--- config.mk ---
export PLATFORM = sky130hd
export DESIGN_NAME = uart_link_arbiter
export DESIGN_NICKNAME = d
export VERILOG_FILES = /design/src/rtl/uart_link_arbiter.sv
export SDC_FILE = /design/constraint.sdc
export NUM_CORES = 1
export LEC_CHECK = 0
export ABC_AREA = 1
export BUFFER_PORTS_ARGS = -buffer_cell sky130_fd_sc_hd__buf_2
export CORE_ASPECT_RATIO = 0.6
export CORE_MARGIN = 3
export CORE_UTILIZATION = 25
export DETAILED_ROUTE_END_ITERATION = 12
export GPL_TIMING_DRIVEN = 0
export SLEW_MARGIN = 20
export SYNTH_ARGS = -nofsm -noshare
export SYNTH_HDL_FRONTEND = slang
export SYNTH_SLANG_ARGS = --single-unit
export TNS_END_PERCENT = 100
--- constraint.sdc ---
create_clock -name clock_i -period 2.3 [get_ports clock_i]
set_input_delay 0.69 -clock clock_i [delete_from_list [all_inputs] [get_ports clock_i]]
set_output_delay 0.69 -clock clock_i [all_outputs]
set_load 0.02 [all_outputs]
--- src/rtl/uart_link_arbiter.sv ---
// uart_link_arbiter
//   Shares one UART link (UartTx/UartRx pair) to the analog MCU between four
//   requesters. A transaction is one command byte sent over UartTx, followed
//   by 0..2 response bytes received over UartRx. Requesters are served
//   round-robin, one transaction at a time. Each response byte has its own
//   timeout, so a silent MCU cannot hold the link forever.
//
// Ports
//   clock_i        system clock
//   reset_i        asynchronous, active-high reset
//   reqValid_i     per-requester request; held with cmd/len until own respValid
//   reqCmd_i       command byte per requester, [8i+7:8i] = requester i
//   reqLen_i       response byte count per requester, [2i+1:2i]; 3 acts as 2
//   grant_o        one-hot owner of the link
//   busy_o         transaction in progress
//   respValid_o    one-cycle pulse to the owner at transaction end
//   respData_o     first rx byte in [7:0], second in [15:8]; missing bytes are 0
//   respTimeout_o  qualifies respValid_o: transaction ended by timeout
//   txReq_o        UartTx send request, held until txDone_i
//   txData_o       UartTx byte, stable while txReq_o is high
//   txDone_i       UartTx send complete
//   rxReady_o      UartRx ready-for-rx level
//   rxData_i       UartRx received byte
//   rxComplete_i   UartRx byte complete; stays high until rxReady_o drops
module uart_link_arbiter #(
    parameter int TIMEOUT_TICKS = 24000
) (
    input  logic        clock_i,
    input  logic        reset_i,
    input  logic [3:0]  reqValid_i,
    input  logic [31:0] reqCmd_i,
    input  logic [7:0]  reqLen_i,
    output logic [3:0]  grant_o,
    output logic        busy_o,
    output logic [3:0]  respValid_o,
    output logic [15:0] respData_o,
    output logic        respTimeout_o,
    output logic        txReq_o,
    output logic [7:0]  txData_o,
    input  logic        txDone_i,
    output logic        rxReady_o,
    input  logic [7:0]  rxData_i,
    input  logic        rxComplete_i
);

    localparam int TW = (TIMEOUT_TICKS > 2) ? $clog2(TIMEOUT_TICKS) : 1;
    localparam logic [TW-1:0] TIMER_LAST = TW'(TIMEOUT_TICKS - 1);

    typedef enum logic [2:0] {
        IDLE = 3'd0,
        SEND = 3'd1,
        RECV = 3'd2,
        GAP  = 3'd3,
        DONE = 3'd4
    } state_t;

    state_t         state_q, state_d;
    logic [1:0]     ptr_q, ptr_d;
    logic [3:0]     grant_q, grant_d;
    logic           busy_q, busy_d;
    logic           tx_req_q, tx_req_d;
    logic [7:0]     tx_data_q, tx_data_d;
    logic           rx_ready_q, rx_ready_d;
    logic [1:0]     len_q, len_d;
    logic [1:0]     idx_q, idx_d;
    logic [15:0]    resp_data_q, resp_data_d;
    logic           tmo_q, tmo_d;
    logic [TW-1:0]  timer_q, timer_d;

    // Per-requester views of the packed command/length buses.
    logic [7:0] cmd_arr [4];
    logic [1:0] len_arr [4];

    for (genvar gi = 0; gi < 4; gi++) begin : g_unpack
        assign cmd_arr[gi] = reqCmd_i[8*gi +: 8];
        assign len_arr[gi] = reqLen_i[2*gi +: 2];
    end

    // Round-robin pick: first active request at or after ptr_q, wrapping.
    // The 2-bit index addition wraps modulo 4 on its own.
    logic [1:0] arb_winner;
    logic       arb_found;

    always_comb begin
        arb_found  = 1'b0;
        arb_winner = ptr_q;
        for (int k = 0; k < 4; k++) begin
            if (!arb_found && reqValid_i[ptr_q + 2'(k)]) begin
                arb_found  = 1'b1;
                arb_winner = ptr_q + 2'(k);
            end
        end
    end

    always_ff @(posedge clock_i or posedge reset_i) begin
        if (reset_i) begin
            state_q     <= IDLE;
            ptr_q       <= 2'd0;
            grant_q     <= 4'd0;
            busy_q      <= 1'b0;
            tx_req_q    <= 1'b0;
            tx_data_q   <= 8'd0;
            rx_ready_q  <= 1'b0;
            len_q       <= 2'd0;
            idx_q       <= 2'd0;
            resp_data_q <= 16'd0;
            tmo_q       <= 1'b0;
            timer_q     <= '0;
        end else begin
            state_q     <= state_d;
            ptr_q       <= ptr_d;
            grant_q     <= grant_d;
            busy_q      <= busy_d;
            tx_req_q    <= tx_req_d;
            tx_data_q   <= tx_data_d;
            rx_ready_q  <= rx_ready_d;
            len_q       <= len_d;
            idx_q       <= idx_d;
            resp_data_q <= resp_data_d;
            tmo_q       <= tmo_d;
            timer_q     <= timer_d;
        end
    end

    always_comb begin
        state_d     = state_q;
        ptr_d       = ptr_q;
        grant_d     = grant_q;
        busy_d      = busy_q;
        tx_req_d    = tx_req_q;
        tx_data_d   = tx_data_q;
        rx_ready_d  = rx_ready_q;
        len_d       = len_q;
        idx_d       = idx_q;
        resp_data_d = resp_data_q;
        tmo_d       = tmo_q;
        timer_d     = timer_q;

        unique case (state_q)
            IDLE: begin
                if (arb_found) begin
                    ptr_d       = arb_winner + 2'd1;
                    grant_d     = 4'b0001 << arb_winner;
                    busy_d      = 1'b1;
                    tx_data_d   = cmd_arr[arb_winner];
                    tx_req_d    = 1'b1;
                    // A length code of 3 is clamped to the 2-byte maximum.
                    len_d       = (len_arr[arb_winner] == 2'd3) ? 2'd2 : len_arr[arb_winner];
                    idx_d       = 2'd0;
                    resp_data_d = 16'd0;
                    tmo_d       = 1'b0;
                    state_d     = SEND;
                end
            end

            SEND: begin
                if (txDone_i) begin
                    tx_req_d = 1'b0;
                    if (len_q == 2'd0) begin
                        state_d = DONE;
                    end else begin
                        rx_ready_d = 1'b1;
                        timer_d    = '0;
                        state_d    = RECV;
                    end
                end
            end

            RECV: begin
                timer_d = timer_q + TW'(1);
                // A byte arriving in the expiry cycle wins over the timeout.
                if (rxComplete_i) begin
                    if (idx_q == 2'd0) begin
                        resp_data_d[7:0] = rxData_i;
                    end else begin
                        resp_data_d[15:8] = rxData_i;
                    end
                    idx_d      = idx_q + 2'd1;
                    rx_ready_d = 1'b0;
                    state_d    = GAP;
                end else if (timer_q == TIMER_LAST) begin
                    rx_ready_d = 1'b0;
                    tmo_d      = 1'b1;
                    state_d    = GAP;
                end
            end

            GAP: begin
                // UartRx keeps complete high until it sees rxReady low, so
                // wait for it to rearm before asking for another byte.
                if (!rxComplete_i) begin
                    if (tmo_q || (idx_q == len_q)) begin
                        state_d = DONE;
                    end else begin
                        rx_ready_d = 1'b1;
                        timer_d    = '0;
                        state_d    = RECV;
                    end
                end
            end

            DONE: begin
                grant_d = 4'd0;
                busy_d  = 1'b0;
                tmo_d   = 1'b0;
                state_d = IDLE;
            end

            default: begin
                state_d = IDLE;
            end
        endcase
    end

    // The response pulse is decoded from the DONE state so it lasts exactly
    // one cycle and vanishes immediately on reset.
    assign respValid_o   = (state_q == DONE) ? grant_q : 4'd0;
    assign respTimeout_o = (state_q == DONE) && tmo_q;
    assign respData_o    = resp_data_q;
    assign grant_o       = grant_q;
    assign busy_o        = busy_q;
    assign txReq_o       = tx_req_q;
    assign txData_o      = tx_data_q;
    assign rxReady_o     = rx_ready_q;

endmodule
==> results of run 1 <==
-- layer usage --
metal	share of wire, %	up-vias	GRT usage, %
met1	54	1531	19.6
li1	-	1765	-
met3	6.7	5	3.34
met4	0.35	0	1.57
met2	39	82	16.9
met5	0	-	0
-- registers in the layout, summed over array words and instances, names as in the netlist --
register,flops
respData_o,16
timer_q,15
txData_o,8
grant_o,4
state_q,3
idx_q,2
len_q,2
ptr_q,2
busy_o,1
rxReady_o,1
tmo_q,1
txReq_o,1
-- power groups by stage --
stage,clock (mW),combinational (mW),sequential [mW]
CTS,0.904,4.45,1.59
floorplan,0,3.18,1.73
finish,0.883,4.44,1.59
global route,0.947,5.05,1.64
global placement,0,4.41,1.58
detailed placement,0,4.45,1.58
-- worst reg2reg max path: cells and delay by family, from the launching register on --
kind	cells	cell delay (ps)
compound gates	1	70
flops	1	360
fa+ha+maj	1	290
buf+inv	4	490
simple gates	9	850
-- cell usage in the layout, fill, tap and decap left out, types with 6 or more instances in the layout --
cell type	synthesis	final
nand2_4	11	12
o21ai_2	8	8
o21ai_0	29	29
nor3_1	6	6
xor2_1	9	9
buf_2	4	89
nand2_1	195	194
nand2_2	25	25
ha_1	6	6
dfrtp_1	56	55
inv_1	34	32
nand3_1	35	35
buf_4	3	12
nor2_1	23	21
-- logic make-up after synthesis --
kind of cell | Yosys count | share of synthesized area, %
AO/OA/AOI/OAI | 49 | 8.16
XOR/XNOR | 10 | 2.39
adder cells (fa/ha/maj) | 6 | 2.05
buffers and inverters | 57 | 8.19
flip-flops | 56 | 38.2
AND/OR/NAND/NOR | 312 | 41.0
-- through the flow --
stage	cells	utilization, %	worst slack, ps
2_1_floorplan	490	-	198
3_3_place_gp	773	31.2	-569
3_5_place_dp	773	31.2	-49.8
4_1_cts	781	32.4	15.4
5_1_grt	783	32.8	-21.8
6_report	783	32.8	80.6
-- worst max path at each step --
stage,start,end,depth (start not counted),slack (ps)
after floorplan,state_q[1]$_DFFE_PP0P_,respTimeout_o,6,200
after global placement,reset_i,respData_o[10]$_DFFE_PP0P_,2,-570
after detailed placement,reqValid_i[1],ptr_q[1]$_DFFE_PP0P_,13,-50
after CTS,state_q[1]$_DFFE_PP0P_,respTimeout_o,6,20
after global routing,state_q[1]$_DFFE_PP0P_,respValid_o[0],6,-20
final,state_q[1]$_DFFE_PP0P_,respTimeout_o,6,80
-- final cells by class --
type	instances	area [um^2]	share of cell area, %
Clock buffer	6	129	2.81
Buffer	15	130	2.84
Inverter	41	171	3.74
Timing Repair Buffer	94	490	10.7
Sequential cell	56	1400	30.6
Tap cell	192	240	5.24
Multi-Input combinational cell	377	1980	43.2
Clock inverter	2	38.8	0.846
-- what timing repair did --
item,CTS,global route
setup buffers,1,2
setup endpoints to repair,5,13
gates resized for setup,2,12
pin swaps,1,1
==> impl_metrics.toml, run 1 <==
[yosys]
syn_inst = 490
yosysTopAreaCellShare_pct = 38.2
synth_cell_types = 36
async_flop_share_pct = 100
syn_area_um2 = 3670
synth_edf_count = 0
synthTopCellsByCount = "nand2_1, dfrtp_1, nand3_1"
yosysMostFrequentCell = "nand2_1"
synth_seq_cells = 56
yosys.area.top_type = "dfrtp_1"
synthFlopType = "dfrtp_1"
synth_warnings = 0
syn_nets = 552
synth_area_leaders = "dfrtp_1, nand2_1, nand3_1, nand2_2, o21ai_0"
avgSynthCellArea_um2 = 7.48
seq_area_frac_synth_pct = 38.2

[finish]
final_cell_area_um2 = 4580
final_nets = 652
syn_to_final_growth_pct = 25.1
fill_cells = 1502
drive_gt1_share_pct = 30.3
n_antenna_cell = 0

[power_and_ir_drop]
ir_worst_vdd_mv = 0.487
sw_frac_of_total_pct = 51.6
clock_power_share_pct = 12.8
p_per_area_nw_per_um2 = 1510
intPower_mw = 3.35
seq_power_share_pct = 22.9
power_mw = 6.91
leakagePower_nw = 2.36
power_switching_mw = 3.57
p_comb_share_pct = 64.3

[clocking]
cts_sinks = 56
postCtsHoldBufs = 0
worstSkewPairLatency_ps = 300
cts.htree.levels = 2
cts_max_path_buffers = 2
cts_tree = "yes"
numCtsBuffers = 5
path_clk_slew_ps = 70
cts_root_buf = "clkbuf_16"

[status]
outcome = "finished, final reports clean"

[critical_path]
r2r_end = "ptr_q[1]$_DFFE_PP0P_"
cp_max_fo = 6
worst_path_dominant_cell_family = "flip-flops"
reg2regPathDepth = 15
crit_top_cell = "nor2_4"
crit_arrival_ps = 1530
r2r-start = "ptr_q[1]$_DFFE_PP0P_"
crit_type = "flip-flop to primary output"
crit_required_ps = 1610
crit_path_end_kind = "primary output"
crit_slowest_cell = "dfrtp_2"
slowest_delay_ps = 460
regToRegSetupSlack_ps = 140
start_kind = "flip-flop"
path_buf_inv = 3
path_cells = "nor2_4 -> inv_1 -> nor2_4 -> inv_2 -> nor2_1 -> buf_4"

[sta]
grt_setup_unrepaired = "true"
period_share_pct = 96.5
skew_ps = 11.4
hold_viol_final = 0
maxSlewViolCount = 0
finalSetupTns_ps = 0
hold_ws_ps = 480
period_needed_ps = 2220
slew_headroom_pct = 53.5
timing.fmax_mhz = 451
tightest_slew_ps = 698
setup_viol = 0

[global_route]
grt_max_degree = 57
overflow = 0
grt_pass1_wl_um = 16200
grt_pass1_vias = 3139
antenna_found_initial = 0
grt_usage_pct = 12.3

[min_path]
hp-class = "flip-flop to flip-flop"
min_to = "respData_o[0]$_DFFE_PP0P_"
hold_start = "respData_o[0]$_DFFE_PP0P_"
hold_path_depth = 2

[job]
cap_viol_max_count = 0

[placed_design]
placed_area_um2 = 4360
gp_congestion = 0.855
portBuffers = 91
place_hpwl_um = 7600

[die]
fp.dieArea_um2 = 16200
core_region_area_um2 = 14000
ios = 92
die_w_um = 162
std_cell_rows = 33
die_y_um = 99.8
initial_utilization_pct = 26.2

[routing]
drcViolationCount = 0
totalWireLength_um = 9650
drtIter0Drc = 203
vias = 3383
routedWlPerCell_um = 12.3
dr.pass1.iters = 4
ant_nets = 0
viasPerCell = 4.32
Note: power is estimated with default switching activity, not from simulation.
==> run 2, diff against run 1 <==
- CORE_UTILIZATION: 25 -> 50
- PLACE_DENSITY: unset -> 0.76
- SKIP_LAST_GASP: unset -> 1
==> impl_metrics.toml, run 2 (synthesis results as in run 1) <==
[placed_design]
place_hpwl_um = 6940
portBuffers = 91
gp_congestion = 0.925
placed_area_um2 = 4230
dp_slack_ps = -58.4

[finish]
final_nets = 651
multi_input_area_um2 = 1970
drive_gt1_share_pct = 29.7
final_cell_area_um2 = 4400
n_antenna_cell = 0
fill_cells = 591
layout_common_cells = "nand2_1, buf_2, dfrtp_1"
largest_register_ffs = 16
ff_latch_area_um2 = 1400
syn_to_final_growth_pct = 20.0
final_common_cell = "nand2_1"

[die]
core_region_area_um2 = 6880
ios = 92
die_w_um = 117
fp.dieArea_um2 = 8430
die_y_um = 72.3
std_cell_rows = 23
initial_utilization_pct = 53.3

[sta]
grt_setup_unrepaired = "true"
worst_slack_ps = 110
tightest_slew_ps = 675
timing.fmax_mhz = 457
hold_ws_ps = 481
maxSlewViolCount = 0
period_share_pct = 95.2
setup_viol = 0
slew_headroom_pct = 55.0
hold_viol_final = 0
skew_ps = 10.0
period_needed_ps = 2190

[min_path]
hp-class = "flip-flop to flip-flop"
hold_start = "txData_o[4]$_DFFE_PP0P_"

[critical_path]
cp_max_fo = 11
start_kind = "flip-flop"
crit_slowest_cell = "dfrtp_1"
crit_required_ps = 2480
critPathLaunch = "ptr_q[1]$_DFFE_PP0P_"
crit_arrival_ps = 2370
crit_type = "flip-flop to flip-flop"
worst_path_dominant_cell_family = "simple AND/OR/NAND/NOR gates"
path_buf_inv = 4
crit_path_end_kind = "flip-flop"
r2r-start = "ptr_q[1]$_DFFE_PP0P_"
slowest_delay_ps = 370
path_cells = "buf_4 -> inv_4 -> nand2_1 -> nand2_2 -> nand2_2 -> nand2_4 -> nand3_2 -> nand2_2 -> nand2_4 -> nand2_4 -> inv_6 -> buf_12 -> ha_1 -> nand2_1 -> o21ai_0"

[global_route]
overflow = 0
grt_max_degree = 57
antenna_found_initial = 0
grt_usage_pct = 21.9
grt_pass1_vias = 3127
grt_pass1_wl_um = 14700

[power_and_ir_drop]
p_per_area_nw_per_um2 = 1540
ir_worst_vdd_mv = 0.853
leakagePower_nw = 2.34

[routing]
ant_nets = 0
drtIter0Drc = 256
dr.pass1.iters = 5
routedWlPerCell_um = 13.4
viasPerCell = 5.11
totalWireLength_um = 9090
vias = 3462
drcViolationCount = 0

[clocking]
worstSkewPairLatency_ps = 300
cts_root_buf = "clkbuf_16"
postCtsHoldBufs = 0
cts_max_path_buffers = 2
cts.htree.levels = 2
numCtsBuffers = 5
cts_sinks = 56
cts_tree = "yes"
path_clk_slew_ps = 70

[status]
outcome = "finished, final reports clean"

[job]
cap_viol_max_count = 0
[run 2: worst paths after layout]
check	end	slack (ps)	depth (start not counted)
max in group asynchronous	state_q[1]$_DFFE_PP0P_	1320	2
worst max-delay path	ptr_q[1]$_DFFE_PP0P_	110	15
min in group asynchronous	timer_q[1]$_DFFE_PP0P_	500	2
worst min-delay path	txData_o[4]$_DFFE_PP0P_	480	2
worst max register to register	ptr_q[1]$_DFFE_PP0P_	110	15
worst min register to register	txData_o[4]$_DFFE_PP0P_	480	2
[run 2: timing repair]
item / in CTS / in global routing
gates resized for setup: 1 / 5
pin swaps: 1 / 1
setup buffers: 1 / 1
endpoints found under the setup margin: 5 / 9
[run 2: metal layers]
layer	GRT usage, %	wire length [um]	up-vias
met5	0	0	-
met4	3.18	43	0
met3	5.58	757	5
met2	32.6	3840	122
met1	32.9	4450	1581
li1	-	-	1754
[run 2: layout make-up]
type,instances,area share [%]
Buffer,15,3.04
Multi-Input combinational cell,377,44.8
Timing Repair Buffer,93,10.7
Clock inverter,1,0.199
Tap cell,87,2.47
Inverter,41,3.90
Clock buffer,7,3.01
Sequential cell,56,31.9
[run 2: where the power goes]
| group | leakage (nW) | internal (mW) | switching [mW] |
|---|---|---|---|
| combinational | 1.54 | 1.51 | 2.90 |
| clock | 0.0681 | 0.408 | 0.350 |
| sequential | 0.737 | 1.32 | 0.281 |
| total | 2.34 | 3.23 | 3.53 |
[run 2: tightest hold or removal path, cell delays in order (launching register included)]
cell and delay, ps:
dfrtp_1 350, nand2_1 50, nand2_1 50
[run 2: per-stage QoR]
| stage | power [mW] | instances | utilization (%) | setup TNS (ps) |
|---|---|---|---|---|
| 2_1_floorplan | 4.90 | 490 | - | 0 |
| 3_3_place_gp | 5.82 | 668 | 61.5 | -24780 |
| 3_5_place_dp | 5.92 | 668 | 61.5 | -74.1 |
| 4_1_cts | 6.72 | 676 | 63.7 | 0 |
| 5_1_grt | 7.38 | 677 | 64.0 | -6.45 |
| 6_report | 6.76 | 677 | 64.0 | 0 |
